File: src/rtl/calculadora_param.sv
// calculadora_param
// Parametrised BCD calculator core for the board demo. Two operands come
// from switches and are clamped to 10^DIGITS_IN-1. A power button and three
// operation buttons (add, subtract, multiply) select the mode. Operands and
// result are converted to BCD by shift-add-3 converters, one bit per cycle.
// The digits are driven to active-low seven-segment displays.
//
// Optional feature macro: CALC_DEBOUNCE_EN
//   defined   : a button level counts only after DEB_CYCLES stable samples.
//   undefined : the synchronised level feeds the press edge detector directly.
//
// Ports
//   clock        in   system clock
//   reset_n      in   asynchronous active-low reset (assert async, release sync)
//   botao        in   power button, active-low
//   botaoSOMA    in   add button, active-low
//   botaoSUB     in   subtract button, active-low
//   botaoMULT    in   multiply button, active-low
//   numero0      in   operand A (W bits)
//   numero1      in   operand B (W bits)
//   op0_seg      out  operand A digits, 7 bits per digit, digit 0 = units,
//                     bit 7k = segment a ... bit 7k+6 = segment g, active-low
//   op1_seg      out  operand B digits, same packing
//   res_seg      out  result digits (DIGITS_OUT), same packing
//   busy         out  BCD conversion in progress
//   o_dbg_mode   out  current mode FSM state (OFF=0 IDLE=1 SOMA=2 SUB=3 MULT=4)
module calculadora_param #(
  parameter int W          = 7,
  parameter int DIGITS_IN  = 2,
  parameter int DIGITS_OUT = 4,
  parameter int DEB_CYCLES = 4
) (
  input  logic                    clock,
  input  logic                    reset_n,
  input  logic                    botao,
  input  logic                    botaoSOMA,
  input  logic                    botaoSUB,
  input  logic                    botaoMULT,
  input  logic [W-1:0]            numero0,
  input  logic [W-1:0]            numero1,
  output logic [7*DIGITS_IN-1:0]  op0_seg,
  output logic [7*DIGITS_IN-1:0]  op1_seg,
  output logic [7*DIGITS_OUT-1:0] res_seg,
  output logic                    busy,
  output logic [2:0]              o_dbg_mode
);

  if (DIGITS_OUT < 2 * DIGITS_IN || DEB_CYCLES < 1) begin : g_param_check
    $error("calculadora_param: DIGITS_OUT must be >= 2*DIGITS_IN and DEB_CYCLES >= 1");
  end

  typedef enum logic [2:0] {
    MODE_OFF  = 3'd0,
    MODE_IDLE = 3'd1,
    MODE_SOMA = 3'd2,
    MODE_SUB  = 3'd3,
    MODE_MULT = 3'd4
  } mode_t;

  localparam int MAXV = 10 ** DIGITS_IN - 1;
  localparam int RW   = 2 * W;
  localparam int BW   = 4 * DIGITS_OUT;
  localparam int NW   = $clog2(RW + 1);
  localparam logic [6:0] SEG_BLANK = 7'b1111111;
  localparam logic [6:0] SEG_MINUS = 7'b0111111;

  // ---------------------------------------------------------------------
  // Reset: asserted asynchronously, released on a clock edge.
  // ---------------------------------------------------------------------
  logic [1:0] r_rst_sync;
  logic       w_rst_n;

  always_ff @(posedge clock or negedge reset_n) begin
    if (!reset_n) r_rst_sync <= 2'b00;
    else          r_rst_sync <= {r_rst_sync[0], 1'b1};
  end

  assign w_rst_n = r_rst_sync[1];

  // ---------------------------------------------------------------------
  // Buttons: index 0 power, 1 SOMA, 2 SUB, 3 MULT. Released level is 1.
  // ---------------------------------------------------------------------
  logic [3:0] w_btn_pin;
  logic [3:0] r_sync1;
  logic [3:0] r_sync2;
  logic [3:0] r_lvl_d;
  logic [3:0] w_lvl;
  logic [3:0] w_press;

  assign w_btn_pin = {botaoMULT, botaoSUB, botaoSOMA, botao};

  always_ff @(posedge clock or negedge w_rst_n) begin
    if (!w_rst_n) begin
      r_sync1 <= '1;
      r_sync2 <= '1;
      r_lvl_d <= '1;
    end else begin
      r_sync1 <= w_btn_pin;
      r_sync2 <= r_sync1;
      r_lvl_d <= w_lvl;
    end
  end

`ifdef CALC_DEBOUNCE_EN
  localparam int CW = $clog2(DEB_CYCLES + 1);
  logic [CW-1:0] r_deb_cnt [4];
  logic [3:0]    r_deb_lvl;

  // The filtered level follows the synchronised level only after it has
  // disagreed for DEB_CYCLES consecutive samples; any agreement restarts.
  always_ff @(posedge clock or negedge w_rst_n) begin
    if (!w_rst_n) begin
      r_deb_lvl <= '1;
      for (int i = 0; i < 4; i++) r_deb_cnt[i] <= '0;
    end else begin
      for (int i = 0; i < 4; i++) begin
        if (r_sync2[i] == r_deb_lvl[i]) begin
          r_deb_cnt[i] <= '0;
        end else if (r_deb_cnt[i] == CW'(DEB_CYCLES - 1)) begin
          r_deb_lvl[i] <= r_sync2[i];
          r_deb_cnt[i] <= '0;
        end else begin
          r_deb_cnt[i] <= r_deb_cnt[i] + CW'(1);
        end
      end
    end
  end

  assign w_lvl = r_deb_lvl;
`else
  assign w_lvl = r_sync2;
`endif

  // Single-cycle pulse on the filtered high-to-low transition.
  assign w_press = r_lvl_d & ~w_lvl;

  // ---------------------------------------------------------------------
  // Mode FSM
  // ---------------------------------------------------------------------
  mode_t r_mode;
  mode_t w_mode_next;

  always_ff @(posedge clock or negedge w_rst_n) begin
    if (!w_rst_n) r_mode <= MODE_OFF;
    else          r_mode <= w_mode_next;
  end

  // Power wins over operation buttons; among those SOMA > SUB > MULT.
  always_comb begin
    w_mode_next = r_mode;
    if (w_press[0]) begin
      w_mode_next = (r_mode == MODE_OFF) ? MODE_IDLE : MODE_OFF;
    end else if (r_mode != MODE_OFF) begin
      if (w_press[1])      w_mode_next = (r_mode == MODE_SOMA) ? MODE_IDLE : MODE_SOMA;
      else if (w_press[2]) w_mode_next = (r_mode == MODE_SUB)  ? MODE_IDLE : MODE_SUB;
      else if (w_press[3]) w_mode_next = (r_mode == MODE_MULT) ? MODE_IDLE : MODE_MULT;
    end
  end

  assign o_dbg_mode = r_mode;

  // ---------------------------------------------------------------------
  // Operands (clamped, registered every cycle) and arithmetic
  // ---------------------------------------------------------------------
  logic [W-1:0]  w_a_clamp;
  logic [W-1:0]  w_b_clamp;
  logic [W-1:0]  r_a;
  logic [W-1:0]  r_b;
  logic [RW-1:0] w_res;
  logic          w_neg;

  assign w_a_clamp = (int'(numero0) > MAXV) ? W'(MAXV) : numero0;
  assign w_b_clamp = (int'(numero1) > MAXV) ? W'(MAXV) : numero1;

  always_ff @(posedge clock or negedge w_rst_n) begin
    if (!w_rst_n) begin
      r_a <= '0;
      r_b <= '0;
    end else begin
      r_a <= w_a_clamp;
      r_b <= w_b_clamp;
    end
  end

  always_comb begin
    w_res = '0;
    w_neg = 1'b0;
    case (r_mode)
      MODE_SOMA: w_res = RW'(r_a) + RW'(r_b);
      MODE_SUB: begin
        if (r_a < r_b) begin
          w_res = RW'(r_b - r_a);
          w_neg = 1'b1;
        end else begin
          w_res = RW'(r_a - r_b);
        end
      end
      MODE_MULT: w_res = RW'(r_a) * RW'(r_b);
      default:   w_res = '0;
    endcase
  end

  // ---------------------------------------------------------------------
  // Double-dabble converters: operands and result run in lock step over
  // 2W cycles, so all three channels finish together.
  // ---------------------------------------------------------------------
  function automatic logic [BW-1:0] dd_step(input logic [BW-1:0] bcd, input logic bit_in);
    logic [BW-1:0] adj;
    adj = bcd;
    for (int d = 0; d < DIGITS_OUT; d++) begin
      if (adj[4*d +: 4] >= 4'd5) adj[4*d +: 4] = adj[4*d +: 4] + 4'd3;
    end
    return {adj[BW-2:0], bit_in};
  endfunction

  logic [W-1:0]  r_cap_a;
  logic [W-1:0]  r_cap_b;
  mode_t         r_cap_mode;
  logic          r_cap_neg;
  logic [RW-1:0] r_sh_a;
  logic [RW-1:0] r_sh_b;
  logic [RW-1:0] r_sh_r;
  logic [BW-1:0] r_bcd_a;
  logic [BW-1:0] r_bcd_b;
  logic [BW-1:0] r_bcd_r;
  logic [NW-1:0] r_bit_cnt;
  logic          r_busy;
  logic          r_done;
  logic          w_change;

  assign w_change = (r_a != r_cap_a) || (r_b != r_cap_b) || (r_mode != r_cap_mode);

  always_ff @(posedge clock or negedge w_rst_n) begin
    if (!w_rst_n) begin
      r_cap_a    <= '0;
      r_cap_b    <= '0;
      r_cap_mode <= MODE_OFF;
      r_cap_neg  <= 1'b0;
      r_sh_a     <= '0;
      r_sh_b     <= '0;
      r_sh_r     <= '0;
      r_bcd_a    <= '0;
      r_bcd_b    <= '0;
      r_bcd_r    <= '0;
      r_bit_cnt  <= '0;
      r_busy     <= 1'b0;
      r_done     <= 1'b0;
    end else begin
      r_done <= 1'b0;
      if (r_mode == MODE_OFF) begin
        // Discard any conversion in flight; leaving OFF restarts one.
        r_busy     <= 1'b0;
        r_cap_mode <= MODE_OFF;
      end else if (w_change) begin
        // New inputs (also aborts a running conversion).
        r_cap_a    <= r_a;
        r_cap_b    <= r_b;
        r_cap_mode <= r_mode;
        r_cap_neg  <= w_neg;
        r_sh_a     <= RW'(r_a);
        r_sh_b     <= RW'(r_b);
        r_sh_r     <= w_res;
        r_bcd_a    <= '0;
        r_bcd_b    <= '0;
        r_bcd_r    <= '0;
        r_bit_cnt  <= '0;
        r_busy     <= 1'b1;
      end else if (r_busy) begin
        r_bcd_a   <= dd_step(r_bcd_a, r_sh_a[RW-1]);
        r_bcd_b   <= dd_step(r_bcd_b, r_sh_b[RW-1]);
        r_bcd_r   <= dd_step(r_bcd_r, r_sh_r[RW-1]);
        r_sh_a    <= {r_sh_a[RW-2:0], 1'b0};
        r_sh_b    <= {r_sh_b[RW-2:0], 1'b0};
        r_sh_r    <= {r_sh_r[RW-2:0], 1'b0};
        r_bit_cnt <= r_bit_cnt + NW'(1);
        if (r_bit_cnt == NW'(RW - 1)) begin
          r_busy <= 1'b0;
          r_done <= 1'b1;
        end
      end
    end
  end

  assign busy = r_busy;

  // ---------------------------------------------------------------------
  // Display registers: loaded atomically from the finished BCD digits.
  // ---------------------------------------------------------------------
  function automatic logic [6:0] seg7(input logic [3:0] d);
    case (d)
      4'd0:    return 7'b1000000;
      4'd1:    return 7'b1111001;
      4'd2:    return 7'b0100100;
      4'd3:    return 7'b0110000;
      4'd4:    return 7'b0011001;
      4'd5:    return 7'b0010010;
      4'd6:    return 7'b0000010;
      4'd7:    return 7'b1111000;
      4'd8:    return 7'b0000000;
      4'd9:    return 7'b0010000;
      default: return SEG_BLANK;
    endcase
  endfunction

  logic [7*DIGITS_IN-1:0]  w_op0_next;
  logic [7*DIGITS_IN-1:0]  w_op1_next;
  logic [7*DIGITS_OUT-1:0] w_res_next;
  logic [7*DIGITS_IN-1:0]  r_op0_seg;
  logic [7*DIGITS_IN-1:0]  r_op1_seg;
  logic [7*DIGITS_OUT-1:0] r_res_seg;

  always_comb begin
    w_op0_next = '1;
    w_op1_next = '1;
    w_res_next = '1;
    for (int k = 0; k < DIGITS_IN; k++) begin
      w_op0_next[7*k +: 7] = seg7(r_bcd_a[4*k +: 4]);
      w_op1_next[7*k +: 7] = seg7(r_bcd_b[4*k +: 4]);
    end
    if (r_cap_mode != MODE_IDLE) begin
      for (int k = 0; k < DIGITS_OUT; k++) begin
        w_res_next[7*k +: 7] = seg7(r_bcd_r[4*k +: 4]);
      end
      // Negative difference: most-significant digit becomes a minus sign.
      if (r_cap_mode == MODE_SUB && r_cap_neg) begin
        w_res_next[7*(DIGITS_OUT-1) +: 7] = SEG_MINUS;
      end
    end
  end

  always_ff @(posedge clock or negedge w_rst_n) begin
    if (!w_rst_n) begin
      r_op0_seg <= '1;
      r_op1_seg <= '1;
      r_res_seg <= '1;
    end else if (r_mode == MODE_OFF) begin
      r_op0_seg <= '1;
      r_op1_seg <= '1;
      r_res_seg <= '1;
    end else if (r_done) begin
      r_op0_seg <= w_op0_next;
      r_op1_seg <= w_op1_next;
      r_res_seg <= w_res_next;
    end
  end

  assign op0_seg = r_op0_seg;
  assign op1_seg = r_op1_seg;
  assign res_seg = r_res_seg;

endmodule

File: config.mk
export PLATFORM = sky130hd
export DESIGN_NAME = calculadora_param
export DESIGN_NICKNAME = d
export VERILOG_FILES = /design/src/rtl/calculadora_param.sv
export SDC_FILE = /design/constraint.sdc
export NUM_CORES = 1
export LEC_CHECK = 0
export BUFFER_PORTS_ARGS = -buffer_cell sky130_fd_sc_hd__buf_2
export CAP_MARGIN = 5
export CORE_MARGIN = 3
export CORE_UTILIZATION = 45
export CTS_BUF_LIST = sky130_fd_sc_hd__clkbuf_4
export DETAILED_ROUTE_END_ITERATION = 12
export SYNTH_ARGS = -nofsm -noshare
export SYNTH_HDL_FRONTEND = slang
export SYNTH_SLANG_ARGS = --single-unit
File: constraint.sdc
create_clock -name clock -period 6.18 [get_ports clock]
set_input_delay 0.927 -clock clock [delete_from_list [all_inputs] [get_ports clock]]
set_output_delay 0.927 -clock clock [all_outputs]
set_load 0.1 [all_outputs]
==> flow_summary.toml, run 1 <==
[critical_path]
crit_arrival_ns = 5.14
crit_slowest_cell = "fa_1"
max_stage_delay_ns = 0.55
crit_chain = "ha_1, fa_1, inv_1, fa_1, inv_1, fa_1, inv_1, fa_1, inv_1, ha_1, or2_2, and3_1, or3_1, a31oi_1, a21oi_1"
crit_required_ns = 6.63
cp_num_buf_inv = 4
path_depth = 15
ff2ff_setup_slack_ns = 1.49
path_class = "reg2reg"
critPathMaxFanout = 6
cp_top_family = "adder cells"
startpoint_type = "register"
cp-startpoint = "r_a[3]"
r2r-start = "r_a[3]"
rr_worst_depth = 15
cp-endpoint = "r_sh_r[13]"
endpoint_kind = "register"
r2r-end = "r_sh_r[13]"

[sta]
finalSetupViolCount = 0
timing.fmax_ghz = 0.213
rsz0062_at_grt = "no"
skew_ns = 0.0294
hold_viol = 0
period_share_pct = 76.0
tightest_slew_ns = 1.14
holdWs_ns = 0.0972
maxSlewViolCount = 0
finalSetupTns_ns = 0
period_needed_ns = 4.69
relSlewSlack_pct = 23.9

[global_routing]
antenna_found_initial = 1
grt_usage_pct = 20.5
grt_pass1_wl_um = 46900
grt_overflow = 0
grt_max_degree = 69
grt_pass1_vias = 8808

[route]
wl_per_cell_um = 17.1
wirelength_um = 28100
first_pass_iters = 5
via_per_inst = 5.58
route.detailed.drc = 0
drtAntennaViolNets = 0
drtIter0Drc = 614
vias = 9186

[yosys]
netlist.top_cell.by_area = "dfrtp_1"
synth_cell_types = 71
ys_seq_area_share_pct = 40.5
synth-main-ff-cell = "dfrtp_1"
netlist_area_um2 = 11600
netlist.area_leader.share_pct = 25.1
yosys_warnings = 0
synthTopCellsByCount = "152 x nor2_1, 117 x dfrtp_1, 105 x a21oi_1"
synth_cells = 1267
synth_seq_cells = 185
async_flop_share_pct = 100
yosysMostFrequentCell = "nor2_1"
syn_nets = 1409
synth.avg_cell_area_um2 = 9.19
synth_edf_count = 0
ys_top_cells_by_area = "dfrtp_1 25%, dfstp_2 15%, ha_1 10%"

[layout]
fin_area_um2 = 12600
layout-area-overhead-vs-synth_pct = 7.78
drive_gt1_share_pct = 15.7
nNetsFinal = 1444
utilization_pct = 49.6

[hold_path]
timing.hold.worst.class = "in2async"

[floorplan]
floorplan.rows = 58
start_util_pct = 46.0
dieArea_um2 = 27900
die_w_um = 167
core_um2 = 25300
die_h_um = 167
ioPinCount = 80

[clock_tree]
clock_latency_ns = 0.58
cts_resized = 0
cts.path.max_buffers = 2
cts_sinks = 185
post_cts_buffers = 0
clk_pin_slew_ns = 0.17
cts_tree = "yes"
cts_max_level = 4
ctsHoldBuffers = 0
cts_root_buf = "clkbuf_4"
cts_made_buffers = 17

[placement]
gp_congestion = 0.910
portBuffers = 79
hpwl_um = 20300
place_area_um2 = 12300

[pwr]
vdd_drop_max_mv = 0.166
powerDensity_nw_per_um2 = 295
power.total_uw = 3700
p_leak_uw = 0.00547

[outcome]
status = "finished, final reports clean"

[run]
maxCapViolCount = 0
registers in the layout, summed over array words and instances, names as in the netlist, 7 cells and up:
signal   cells
r_sh_b      14
r_bcd_b      8
r_cap_a      7
r_a          7
r_bcd_a      8
res_seg     28
op0_seg     14
r_cap_b      7
r_bcd_r     16
r_sh_r      14
r_b          7
op1_seg     14
r_sh_a      14
layer usage:
| metal | vias up | track usage (%) | routed length (um) |
|---|---|---|---|
| met5 | - | 0 | 0 |
| met4 | 0 | 5.02 | 475 |
| met3 | 30 | 3.39 | 1320 |
| met2 | 244 | 31.4 | 12500 |
| met1 | 4427 | 30.6 | 13800 |
| li1 | 4485 | - | - |
worst min-delay path by stage:
stage	to	cells past startpoint	slack (ns)	startpoint
3_5_place_dp	r_rst_sync[1]	0	0.34	r_rst_sync[0]
6_report	r_rst_sync[1]	1	0.1	reset_n
5_1_grt	r_rst_sync[1]	1	0.02	reset_n
3_3_place_gp	r_rst_sync[1]	0	0.34	r_rst_sync[0]
2_1_floorplan	r_rst_sync[1]	0	0.33	r_rst_sync[0]
4_1_cts	r_rst_sync[1]	1	0.04	reset_n
worst reg2reg max path, delay by kind of cell, from the launching register on:
family	cells	cell delay (ns)
buf+inv	4	0.21
compound gates	2	0.25
simple gates	3	0.89
flops	1	0.50
fa+ha+maj	6	2.72
logic make-up (layout without fill, tap and decap cells):
kind of cell	Yosys count	count (layout)	synth area share, %
AOI/OAI and AO/OA	371	371	20.0
and+or+nand+nor	363	363	14.1
DFF	185	185	40.5
buffers and inverters	162	210	5.50
adders and majority gates	122	122	14.8
xor gates and xnor gates	40	40	3.01
muxes	23	23	2.00
other	1	3	0.0322
placed cells by master, fill, tap and decap left out, types with 8 or more instances in the layout:
cell	Yosys	routed
o22ai_1	24	24
inv_1	86	86
mux2i_1	21	21
a21oi_1	105	105
nand2b_1	22	21
o211ai_1	8	8
nand3_1	25	25
and2_1	8	8
a21o_1	12	12
a211oi_1	11	11
a22o_1	16	16
buf_2	20	79
nand2_1	101	101
fa_1	27	27
nor2b_1	13	13
o21ai_0	92	91
nor2_1	152	151
xor2_1	19	19
buf_4	0	9
o22a_1	17	17
nor3_1	9	9
clkbuf_4	0	18
ha_1	95	95
xnor2_1	21	21
a31oi_1	25	25
dfrtp_1	117	116
dfstp_2	68	68
final cells by class:
type,instances,area [um^2]
diodes,2,5.00
clock buffers,18,135
clock inverters,14,161
fillers,2382,12800
inverters,90,338
multi-input cells,920,6320
flip-flops and latches,185,4720
well taps,330,413
repair buffers,88,463
power breakdown:
| part | total (uW) | internal, uW | switching [uW] |
|---|---|---|---|
| Sequential | 1540 | 1380 | 160 |
| Combinational | 1450 | 463 | 991 |
| Clock | 712 | 256 | 456 |
through the flow:
step / worst slack [ns] / std cells
2_1_floorplan: 0.762 / 1267
6_report: 1.49 / 1647
5_1_grt: 1.20 / 1647
3_3_place_gp: 1.58 / 1613
3_5_place_dp: 1.52 / 1613
4_1_cts: 1.49 / 1645
Power figures use the tool's default switching activity.
==> run 2, diff against run 1 <==
==> constraint.sdc (replaced) <==
create_clock -name clock -period 3.9 [get_ports clock]
set_input_delay 0.585 -clock clock [delete_from_list [all_inputs] [get_ports clock]]
set_output_delay 0.585 -clock clock [all_outputs]
set_load 0.1 [all_outputs]
==> flow_summary.toml, run 2 (same netlist as run 1, synthesis figures left out) <==
[clock_tree]
cts_max_level = 4
cts_root_buf = "clkbuf_4"
cts.path.max_buffers = 2
cts_sinks = 185
clock_latency_ns = 0.60
clk_pin_slew_ns = 0.17
cts_tree = "yes"
cts_made_buffers = 17

[pwr]
p_clk_share_pct = 18.9
intPower_uw = 3600
p_leak_uw = 0.00589
power.share.switching_pct = 43.0
vdd_drop_max_mv = 0.247
p_seq_share_pct = 37.9
p_sw_uw = 2720
powerDensity_nw_per_um2 = 472
power_frac_comb_pct = 43.2

[layout]
layout-area-overhead-vs-synth_pct = 15.1
largest_register_ffs = 28
nNetsFinal = 1524
layout_commonest_cell = "nor2_1"
fin_cells = 1726
layout_common_cells = "143 x nor2_1, 110 x dfrtp_1, 102 x a21oi_1"
drive_gt1_share_pct = 24.0

[floorplan]
core_um2 = 25300
ioPinCount = 80
start_util_pct = 46.0
floorplan.rows = 58
dieArea_um2 = 27900
die_w_um = 167
die_h_um = 167

[sta]
hold_viol = 0
skew_ns = 0.0371
finalSetupViolCount = 8
relSlewSlack_pct = 35.3
final.setup.worst_slack_ns = -0.223
period_share_pct = 106
timing.fmax_ghz = 0.243
maxSlewViolCount = 0
rsz0062_at_grt = "yes"
period_needed_ns = 4.12
tightest_slew_ns = 0.971

[critical_path]
endpoint_kind = "register"
startpoint_type = "register"
crit_chain = "ha_2, fa_1, inv_1, fa_1, inv_1, fa_1, inv_1, fa_1, inv_2, ha_4, a21o_1, nand2_2, a311oi_2, nor3_2, o32a_1, a21oi_2"
ff2ff_setup_slack_ns = -0.22
cp-startpoint = "r_b[3]"
crit_required_ns = 4.42
path_class = "reg2reg"
cp_top_family = "adder cells"
cp_num_buf_inv = 4
critPathMaxFanout = 4
crit_arrival_ns = 4.64
max_stage_delay_ns = 0.48
crit_slowest_cell = "fa_1"
r2r-end = "r_sh_r[12]"
path_depth = 16
cp_common_cell = "fa_1"
r2r-start = "r_b[3]"
rr_worst_depth = 16

[placement]
hpwl_um = 21700
pre_cts_ws_ns = -0.274
portBuffers = 79
gp_congestion = 0.928
placed_cells = 1682

[hold_path]
timing.hold.worst.class = "in2reg"
min_to = "r_sync1[2]"
hp-start = "botaoSUB"
hold_depth = 1

[global_routing]
grt_pass1_wl_um = 48700
grt_overflow = 0
grt_usage_pct = 21.2
grt_max_degree = 68
antenna_found_initial = 1
grt_pass1_vias = 9244

[route]
wl_per_cell_um = 17.0
first_pass_iters = 5
drtIter0Drc = 566
wirelength_um = 29400
via_per_inst = 5.50
drtAntennaViolNets = 0
vias = 9486
route.detailed.drc = 0

[run]
maxCapViolCount = 0

[outcome]
status = "finished, violations left"
violations = "setup timing"
## run 2: cell types whose count changed in the layout (fill, tap and decap cells not counted), moves of 4 or more
cell | before | now
buf_4 | 9 | 86
nor2_1 | 151 | 143
inv_1 | 86 | 79
nor2_2 | 2 | 9
dfrtp_1 | 116 | 110
dfrtp_2 | 0 | 6
ha_1 | 95 | 89
inv_2 | 0 | 6
clkinv_1 | 5 | 1
## run 2: cell type report
| cell class | count | area, um^2 |
|---|---|---|
| multi-input combinational | 920 | 6500 |
| antenna | 1 | 2.50 |
| inverter | 90 | 350 |
| fill | 2345 | 11900 |
| tap | 330 | 413 |
| sequential | 185 | 4730 |
| timing repair buffer | 168 | 1080 |
| clock inverter | 15 | 204 |
| clock buffer | 17 | 128 |
## run 2: power groups by stage
stage | Combinational [uW] | Clock, uW | Sequential, uW
floorplan | 1660 | 0 | 2510
global placement | 2550 | 0 | 2420
detailed placement | 2570 | 0 | 2430
CTS | 2690 | 1250 | 2390
global route | 3000 | 1340 | 2430
finish | 2730 | 1200 | 2390
## run 2: worst reg2reg max path: stages (launching register included)
cell and delay, ns:
dfrtp_1 0.45, ha_2 0.21, fa_1 0.48, inv_1 0.05, fa_1 0.49, inv_1 0.05, fa_1 0.47, inv_1 0.05
fa_1 0.48, inv_2 0.05, ha_4 0.29, a21o_1 0.13, nand2_2 0.07, a311oi_2 0.31, nor3_2 0.08, o32a_1 0.30
a21oi_2 0.11
## run 2: per-stage QoR
| step | TNS, ns | total power [uW] | area, um^2 | hold WS, ns | util [%] |
|---|---|---|---|---|---|
| after CTS | -0.796 | 6330 | 13300 | 0.0300 | 52.6 |
| final | -0.870 | 6320 | 13400 | 0.0826 | 52.9 |
| after global placement | -0.713 | 4960 | 12800 | 0.335 | 50.7 |
| after global routing | -2.36 | 6760 | 13400 | 0.0287 | 52.9 |
| after floorplan | -0.218 | 4160 | 11700 | 0.289 | - |
| after detailed placement | -1.25 | 4990 | 12800 | 0.347 | 50.7 |
## run 2: worst max path at each step
stage                     slack [ns]    endpoint
after floorplan                -0.12  r_sh_r[13]
after global placement         -0.17  r_sh_r[12]
after detailed placement       -0.27  r_sh_r[13]
after CTS                      -0.21  r_sh_r[13]
after global routing           -0.39  r_sh_r[12]
final                          -0.22  r_sh_r[12]
## run 2: timing repair
action | CTS | global route
pin swaps | 22 | 9
buffers inserted | 6 | 4
gates resized for setup | 19 | 18
setup endpoints to repair | 8 | 9
cloned | 0 | 0
endpoints found under the hold margin | 2 | 0
hold buffers | 1 | 0
## run 2: layer usage
metal	global-route usage (%)	wire length, um	vias to the layer above	share of wire (%)
met2	35.3	14000	203	48
met3	2.56	1120	25	3.8
met1	30.0	13900	4610	47
li1	-	-	4648	-
met5	0	0	-	0
met4	4.73	357	0	1.2
